**config.mk**
```make
export PLATFORM = sky130hd
export DESIGN_NAME = axis_rr_arbiter
export DESIGN_NICKNAME = d
export VERILOG_FILES = /design/src/rtl/axis_rr_arbiter.sv
export SDC_FILE = /design/constraint.sdc
export NUM_CORES = 1
export LEC_CHECK = 0
export BUFFER_PORTS_ARGS = -buffer_cell sky130_fd_sc_hd__buf_4
export CORE_MARGIN = 8
export CORE_UTILIZATION = 32
export DETAILED_ROUTE_END_ITERATION = 10
export PLACE_DENSITY_LB_ADDON = 0.25
export SYNTH_ARGS = -nofsm -noshare
export SYNTH_HDL_FRONTEND = slang
export SYNTH_SLANG_ARGS = --single-unit
```
**constraint.sdc**
```tcl
create_clock -name clk -period 1.52 [get_ports clk]
set_clock_uncertainty 0.15 [all_clocks]
set_input_delay 0.152 -clock clk [delete_from_list [all_inputs] [get_ports clk]]
set_output_delay 0.152 -clock clk [all_outputs]
set_load 0.01 [all_outputs]
```
**src/rtl/axis_rr_arbiter.sv**
```systemverilog
// ---------------------------------------------------------------------------
// axis_rr_arbiter
//   Packet-granular round-robin arbiter. It merges NUM_INPUTS AXI-Stream
//   requesters into one AXI-Stream sink. Once a grant is issued it is held
//   from the first beat through the tlast beat, so packets never interleave.
//   After each packet the grant rotates, and the input just served drops to
//   lowest priority.
//
// Ports
//   clk            rising-edge clock
//   aresetn        asynchronous active-low reset, released synchronously
//   axis_i_tready  per-input ready (bit i -> input i)
//   axis_i_tvalid  per-input valid
//   axis_i_tlast   per-input end of packet
//   axis_i_tdata   concatenated input data, input i at [i*DW +: DW]
//   axis_o_tready  sink ready
//   axis_o_tvalid  sink valid
//   axis_o_tlast   sink end of packet
//   axis_o_tdata   sink data
//   grant_idx      index of the granted input (meaningful while busy=1)
//   busy           high while a packet grant is held
// ---------------------------------------------------------------------------
module axis_rr_arbiter #(
  parameter int NUM_INPUTS = 4,
  parameter int AXIS_BYTES = 1,
  localparam int SEL_W     = (NUM_INPUTS > 1) ? $clog2(NUM_INPUTS) : 1,
  localparam int DW        = AXIS_BYTES * 8
) (
  input  logic                     clk,
  input  logic                     aresetn,
  output logic [NUM_INPUTS-1:0]    axis_i_tready,
  input  logic [NUM_INPUTS-1:0]    axis_i_tvalid,
  input  logic [NUM_INPUTS-1:0]    axis_i_tlast,
  input  logic [NUM_INPUTS*DW-1:0] axis_i_tdata,
  input  logic                     axis_o_tready,
  output logic                     axis_o_tvalid,
  output logic                     axis_o_tlast,
  output logic [DW-1:0]            axis_o_tdata,
  output logic [SEL_W-1:0]         grant_idx,
  output logic                     busy
);

  localparam logic [0:0] ST_IDLE   = 1'b0;
  localparam logic [0:0] ST_LOCKED = 1'b1;

  logic [0:0]       state;
  logic [SEL_W-1:0] last_grant;
  logic             sel_found;
  logic [SEL_W-1:0] sel_idx;
  logic [SEL_W-1:0] cand_sel;
  int               cand;
  logic             beat_acc;
  logic [DW-1:0]    in_data [NUM_INPUTS];

  // Unpack the data bus so the granted slice is a plain array lookup.
  for (genvar gi = 0; gi < NUM_INPUTS; gi++) begin : g_unpack
    assign in_data[gi] = axis_i_tdata[gi*DW +: DW];
  end

  // Round-robin search starting just after the last served input. The
  // search ends on last_grant itself, so a lone requester always wins.
  always_comb begin
    sel_found = 1'b0;
    sel_idx   = '0;
    cand      = 0;
    cand_sel  = '0;
    for (int k = 1; k <= NUM_INPUTS; k++) begin
      cand     = (int'(last_grant) + k) % NUM_INPUTS;
      cand_sel = SEL_W'(cand);
      if (!sel_found && axis_i_tvalid[cand_sel]) begin
        sel_found = 1'b1;
        sel_idx   = cand_sel;
      end
    end
  end

  // In LOCKED the granted input is passed straight through. The output
  // valid depends only on the registered grant and the input valid, never
  // on axis_o_tready.
  always_comb begin
    axis_i_tready = '0;
    axis_o_tvalid = 1'b0;
    axis_o_tlast  = 1'b0;
    axis_o_tdata  = '0;
    if (state == ST_LOCKED) begin
      axis_o_tvalid            = axis_i_tvalid[grant_idx];
      axis_o_tlast             = axis_i_tlast[grant_idx];
      axis_o_tdata             = in_data[grant_idx];
      axis_i_tready[grant_idx] = axis_o_tready;
    end
  end

  assign beat_acc = axis_o_tvalid && axis_o_tready;
  assign busy     = (state == ST_LOCKED);

  // Arbitration / grant hold register stage.
  always_ff @(posedge clk or negedge aresetn) begin
    if (!aresetn) begin
      state      <= ST_IDLE;
      grant_idx  <= '0;
      last_grant <= SEL_W'(NUM_INPUTS - 1);
    end else begin
      case (state)
        ST_IDLE: begin
          if (sel_found) begin
            grant_idx <= sel_idx;
            state     <= ST_LOCKED;
          end
        end
        default: begin
          // A dropped input valid mid-packet keeps the lock; only an
          // accepted tlast beat releases it.
          if (beat_acc && axis_o_tlast) begin
            last_grant <= grant_idx;
            state      <= ST_IDLE;
          end
        end
      endcase
    end
  end

endmodule
```
==> results of run 1 <==
## worst min-delay path by stage
stage / to / from
after floorplan: busy$_DFF_PN0_ / aresetn
final: grant_idx[1]$_DFFE_PN0P_ / axis_i_tvalid[2]
after detailed placement: busy$_DFF_PN0_ / aresetn
after global routing: busy$_DFF_PN0_ / aresetn
after CTS: grant_idx[1]$_DFFE_PN0P_ / axis_i_tvalid[2]
after global placement: busy$_DFF_PN0_ / aresetn
## registers in the layout, indices dropped and copies added, names as in the netlist
signal and flops:
grant_idx 2, busy 1, last_grant 2
## power by group through the flow
| stage | logic, uW | registers, uW | clock network (uW) |
|---|---|---|---|
| 2_1_floorplan | 844 | 301 | 0 |
| 3_3_place_gp | 1400 | 300 | 0 |
| 3_5_place_dp | 1410 | 305 | 0 |
| 4_1_cts | 1700 | 320 | 154 |
| 5_1_grt | 2190 | 359 | 169 |
| 6_report | 2060 | 344 | 151 |
## metal layers
metal  share of wire, %  global-route usage [%]  vias to the layer above  routed length [um]
met5                  0                       0                        -                   0
met4               0.13                    3.06                        0                   4
met3                9.0                    4.09                        2                 276
met2                 51                    25.1                       43                1570
met1                 40                    17.8                      391                1230
li1                   -                       -                      370                   -
## kinds of logic (layout without fill, tap and decap cells)
| logic type | after synthesis | in the layout | synth area share [%] |
|---|---|---|---|
| flip-flops | 5 | 5 | 20.8 |
| buffers and inverters | 7 | 82 | 5.92 |
| multiplexers | 13 | 13 | 42.0 |
| AND/OR/NAND/NOR | 24 | 24 | 22.4 |
| AO/OA/AOI/OAI | 8 | 8 | 8.78 |
## cells in the final DEF, fill, tap and decap left out, types with 2 or more instances in the layout
master | synthesis | routed
buf_4 | 0 | 54
buf_6 | 1 | 18
mux4_2 | 10 | 10
and2_4 | 0 | 9
nor2_1 | 4 | 3
clkbuf_4 | 0 | 3
inv_1 | 3 | 2
nand2b_1 | 2 | 2
a21oi_1 | 2 | 2
dfrtp_2 | 0 | 2
dfstp_2 | 2 | 2
## cell type report
cell class              count  share of cell area, %
inverters                   3                   1.08
multi-input cells          45                   38.1
flip-flops and latches      5                   9.33
repair buffers             75                   47.2
clock buffers               4                   1.88
well taps                  27                   2.42
## worst min-delay path, cell delays in order
cell,delay [ns]
buf_4,0.11
o221ai_2,0.09
o21ai_0,0.07
## metrics by stage
stage / std cells / setup slack (ns)
final: 159 / -0.362
after global routing: 159 / -0.423
after CTS: 153 / -0.371
after detailed placement: 145 / -0.165
after global placement: 145 / -0.140
after floorplan: 57 / -0.165
## repair_timing
action | CTS | global route
endpoints found under the setup margin | 17 | 18
gates resized for setup | 21 | 22
pin swaps | 4 | 6
hold endpoints to repair | 5 | 0
gates cloned | 1 | 1
hold buffers | 1 | 0
buffers inserted | 2 | 6
==> results.py, run 1 <==
metrics = {
    "critical_path": {
        "worstSetupPathType": "flip-flop to primary output",
        "path_depth": 4,
        "worstSetupStartpoint": "grant_idx[0]$_DFFE_PN0P_",
        "cp_slowest_cell": "mux4_2",
        "path_cells": "buf_8, mux4_2, and2_4, buf_6",
        "crit_buf_inv": 2,
        "regToRegSetupSlack_ns": -0.27,
        "cp.arrival_ns": 1.58,
        "r2r-end": "last_grant[0]$_DFFE_PN1P_",
        "endpoint": "axis_o_tdata[5]",
        "rr_startpoint": "grant_idx[0]$_DFFE_PN0P_",
        "startpoint_type": "flip-flop",
        "worstPathRequired_ns": 1.22,
        "crit_path_max_incr_delay_ns": 0.51,
        "crit_family": "multiplexers",
        "cp_max_fo": 5,
        "end_kind": "primary output",
        "reg2reg_depth": 5,
    },
    "layout": {
        "n_fill_cell": 147,
        "post-route-util_pct": 74.1,
        "postLayoutCellArea_mm2": 0.00140,
        "final_nets": 176,
        "synthToLayoutAreaGrowth_pct": 128,
        "multi_input_comb_area_um2": 532,
        "register_area_um2": 130,
        "n_antenna_cell": 0,
        "drive_above_1_share_pct": 85.6,
    },
    "synth": {
        "netlist_instances": 57,
        "synth_commonest_cells": "and2_1 (10), mux4_2 (10), nor2_1 (4)",
        "synth-main-ff-cell": "dfrtp_1",
        "ys_seq_area_share_pct": 20.8,
        "synth_cell_types": 25,
        "yosysWarningCount": 0,
        "synth_seq_cells": 5,
        "synthTopCellsByArea": "mux4_2 (37%), dfrtp_1 (12%), and2_1 (10%), dfstp_2 (8.6%), o221ai_1 (2.9%)",
        "synth_largest_area_cell": "mux4_2",
        "synth_edf_count": 0,
        "synth.top_cell.area_share_pct": 36.7,
        "async_flop_share_pct": 100,
        "synthesis.area_um2": 613,
        "syn_avg_cell_area_um2": 10.8,
        "synth.net_count": 100,
    },
    "clock_network": {
        "clock_latency_ns": 0.24,
        "root_buffer": "clkbuf_4",
        "clockBufferDepth": 2,
        "clk_pin_slew_worst_paths_ns": 0.04,
        "numCtsBuffers": 3,
        "htreeDepth": 1,
        "cts_tree": "built",
        "clkSinkCount": 5,
    },
    "run_status": {
        "status": "complete, but fails checks",
        "failed_checks": "negative setup slack",
    },
    "die": {
        "die_x_um": 59.8,
        "initial_core_util_pct": 32.6,
        "rows": 16,
        "die_area_mm2": 0.00357,
        "die_height_um": 59.8,
        "coreArea_mm2": 0.00188,
        "ioPinCount": 60,
    },
    "sta": {
        "worst_slack_ns": -0.362,
        "holdWs_ns": 0.0775,
        "min_period_ns": 1.88,
        "slew_headroom_pct": 68.7,
        "clock.fmax_ghz": 0.531,
        "setup_violations": 17,
        "period_share_pct": 124,
        "hold_viol": 0,
        "rsz0062_at_grt": "yes",
        "tns_ns": -4.57,
        "slew_viol_final": 0,
        "worstMarginPinSlew_ns": 0.465,
    },
    "power": {
        "seqPwrFrac_pct": 13.5,
        "internal_power_uw": 1640,
        "p_leak_uw": 0.000651,
        "switchingPower_uw": 908,
        "vdd_ir_drop_max_mv": 1.12,
        "swShare_pct": 35.6,
        "clkPwrFrac_pct": 5.9,
        "powerDensity_mw_per_mm2": 1830,
        "p_total_uw": 2550,
        "share_comb_of_total_power_pct": 80.6,
    },
    "global_route": {
        "grt_pass1_wl_um": 4050,
        "track_usage_pct": 14.7,
        "overflow": 0,
        "grt_max_degree": 13,
        "antenna_found_initial": 0,
        "grt_pass1_vias": 849,
    },
    "place": {
        "post-dp-hpwl_um": 1960,
        "placed_cell_area_mm2": 0.00112,
        "place_congestion": 0.760,
        "io_buffers": 59,
    },
    "routing": {
        "drt-total-wl_um": 3070,
        "drt-initial-drc-count": 20,
        "viasPerCell": 5.07,
        "wl_per_cell_um": 19.3,
        "drt_pre_antenna_iters": 4,
        "drcViolationCount": 0,
        "ant_nets": 0,
        "num_vias": 806,
    },
    "min_path": {
        "min_path_cells": 3,
        "min-delay-path-class": "input port to flip-flop",
    },
    "flow_run": {
        "cap_violations": 0,
    },
}
(Power assumes the default switching activity.)
==> run 2, diff against run 1 <==
Settings changed: CORE_MARGIN 8 to 2, CORE_UTILIZATION 32 to 35.
Clock period 1.52 ns to 1.8 ns, I/O delays scaled along.
==> run 2 against run 1 <==
  * The run still ends with negative setup slack left
  * Combinational power shrank 30%
  * Flip-flop and latch count did not move
  * Routed wire length fell by 29%
  * Setup slack improved by 0.26 ns
  * Largest power group unchanged
==> results.py, run 2 (synthesis results as in run 1) <==
metrics = {
    "clock_network": {
        "root_buffer": "clkbuf_4",
        "clockBufferDepth": 2,
        "numCtsBuffers": 3,
        "clock_latency_ns": 0.24,
        "clkSinkCount": 5,
        "cts_tree": "built",
        "clk_pin_slew_worst_paths_ns": 0.05,
        "htreeDepth": 1,
    },
    "place": {
        "place_congestion": 0.850,
        "io_buffers": 59,
        "post-dp-hpwl_um": 1700,
        "placed_cells": 133,
        "post-place-ws_ns": 0.0798,
    },
    "sta": {
        "setup_violations": 11,
        "period_share_pct": 106,
        "hold_viol": 0,
        "tns_ns": -0.967,
        "worstMarginPinSlew_ns": 0.354,
        "worst_slack_ns": -0.105,
        "min_period_ns": 1.91,
        "rsz0062_at_grt": "yes",
        "slew_headroom_pct": 76.2,
        "clock.fmax_ghz": 0.525,
        "slew_viol_final": 0,
    },
    "run_status": {
        "status": "complete, but fails checks",
        "failed_checks": "negative setup slack",
    },
    "power": {
        "vdd_ir_drop_max_mv": 0.915,
        "powerDensity_mw_per_mm2": 1510,
        "p_total_uw": 1860,
        "p_leak_uw": 0.000598,
    },
    "global_route": {
        "antenna_found_initial": 0,
        "grt_pass1_vias": 688,
        "overflow": 0,
        "track_usage_pct": 20.1,
        "grt_max_degree": 17,
        "grt_pass1_wl_um": 3020,
    },
    "min_path": {
        "min-delay-path-class": "input port to flip-flop",
    },
    "critical_path": {
        "r2r-end": "last_grant[0]$_DFFE_PN1P_",
        "end_kind": "primary output",
        "cp.arrival_ns": 1.58,
        "startpoint_type": "flip-flop",
        "cp_max_fo": 3,
        "endpoint": "axis_o_tdata[6]",
        "path_common_cell": "buf_6",
        "path_depth": 4,
        "regToRegSetupSlack_ns": -0.05,
        "worstPathRequired_ns": 1.47,
        "worstSetupStartpoint": "grant_idx[0]$_DFFE_PN0P_",
        "crit_buf_inv": 2,
        "worstSetupPathType": "flip-flop to primary output",
        "path_cells": "buf_6, mux4_2, and2_4, buf_6",
        "rr_startpoint": "grant_idx[0]$_DFFE_PN0P_",
        "cp_slowest_cell": "mux4_2",
        "crit_family": "multiplexers",
        "crit_path_max_incr_delay_ns": 0.50,
        "reg2reg_depth": 5,
    },
    "layout": {
        "final_cells": 143,
        "drive_above_1_share_pct": 75.4,
        "final_cell_mix": "buf_4 (55), buf_6 (12), mux4_2 (10)",
        "final_common_cell": "buf_4",
        "final_nets": 170,
        "n_antenna_cell": 0,
        "n_fill_cell": 126,
        "synthToLayoutAreaGrowth_pct": 101,
    },
    "routing": {
        "drt_pre_antenna_iters": 4,
        "drt-initial-drc-count": 2,
        "num_vias": 746,
        "ant_nets": 0,
        "wl_per_cell_um": 15.2,
        "drcViolationCount": 0,
        "drt-total-wl_um": 2180,
        "viasPerCell": 5.22,
    },
    "die": {
        "initial_core_util_pct": 36.3,
        "die_height_um": 45.9,
        "coreArea_mm2": 0.00169,
        "ioPinCount": 60,
        "die_x_um": 45.9,
        "rows": 15,
        "die_area_mm2": 0.00210,
    },
    "flow_run": {
        "cap_violations": 0,
    },
}
## run 2: through the flow
step	utilization [%]	hold WS (ns)	area, um^2
after floorplan	-	-0.266	613
after detailed placement	64.8	-0.165	1090
after global placement	64.8	-0.166	1090
after global routing	73.0	0.114	1230
final	73.0	0.115	1230
after CTS	69.9	0.116	1180
## run 2: repair_timing
| action | in CTS | in global routing |
|---|---|---|
| resized for setup | 5 | 16 |
| buffers inserted | 4 | 1 |
| hold endpoints to repair | 5 | 0 |
| endpoints found under the setup margin | 10 | 13 |
| hold buffers | 1 | 0 |
## run 2: worst min path at each step
stage / from / endpoint / slack [ns] / cells past startpoint
2_1_floorplan: aresetn / busy$_DFF_PN0_ / -0.27 / 0
3_3_place_gp: aresetn / busy$_DFF_PN0_ / -0.17 / 1
3_5_place_dp: aresetn / busy$_DFF_PN0_ / -0.16 / 1
4_1_cts: aresetn / grant_idx[1]$_DFFE_PN0P_ / 0.12 / 2
5_1_grt: aresetn / grant_idx[1]$_DFFE_PN0P_ / 0.11 / 2
6_report: axis_i_tvalid[2] / grant_idx[1]$_DFFE_PN0P_ / 0.11 / 3
## run 2: layout make-up
| class | instances | area (um^2) | share of cell area [%] |
|---|---|---|---|
| timing repair buffer | 69 | 578 | 46.9 |
| multi-input combinational | 45 | 467 | 37.8 |
| sequential | 5 | 130 | 10.5 |
| clock buffer | 4 | 26.3 | 2.13 |
| tap | 17 | 21.3 | 1.72 |
| inverter | 3 | 11.3 | 0.913 |
## run 2: tightest hold or removal path: cells and delay by family
family | cells | cell delay [ns]
buffers and inverters | 1 | 0.11
AOI/OAI and AO/OA | 2 | 0.19
## run 2: power breakdown
| part | internal, uW | leakage [uW] | switching, uW | total, uW |
|---|---|---|---|---|
| clock network | 83.8 | 0.0000150 | 46.9 | 131 |
| registers | 187 | 0.0000528 | 92.0 | 279 |
| logic | 937 | 0.000530 | 511 | 1450 |
| total | 1210 | 0.000598 | 650 | 1860 |
## run 2: metal layers
metal | vias to the layer above | global-route usage (%) | wire length [um]
met5 | - | 0 | 0
met1 | 359 | 23.2 | 712
met4 | 0 | 4.57 | 0
li1 | 359 | - | -
met2 | 28 | 36.1 | 1300
met3 | 0 | 5.95 | 162
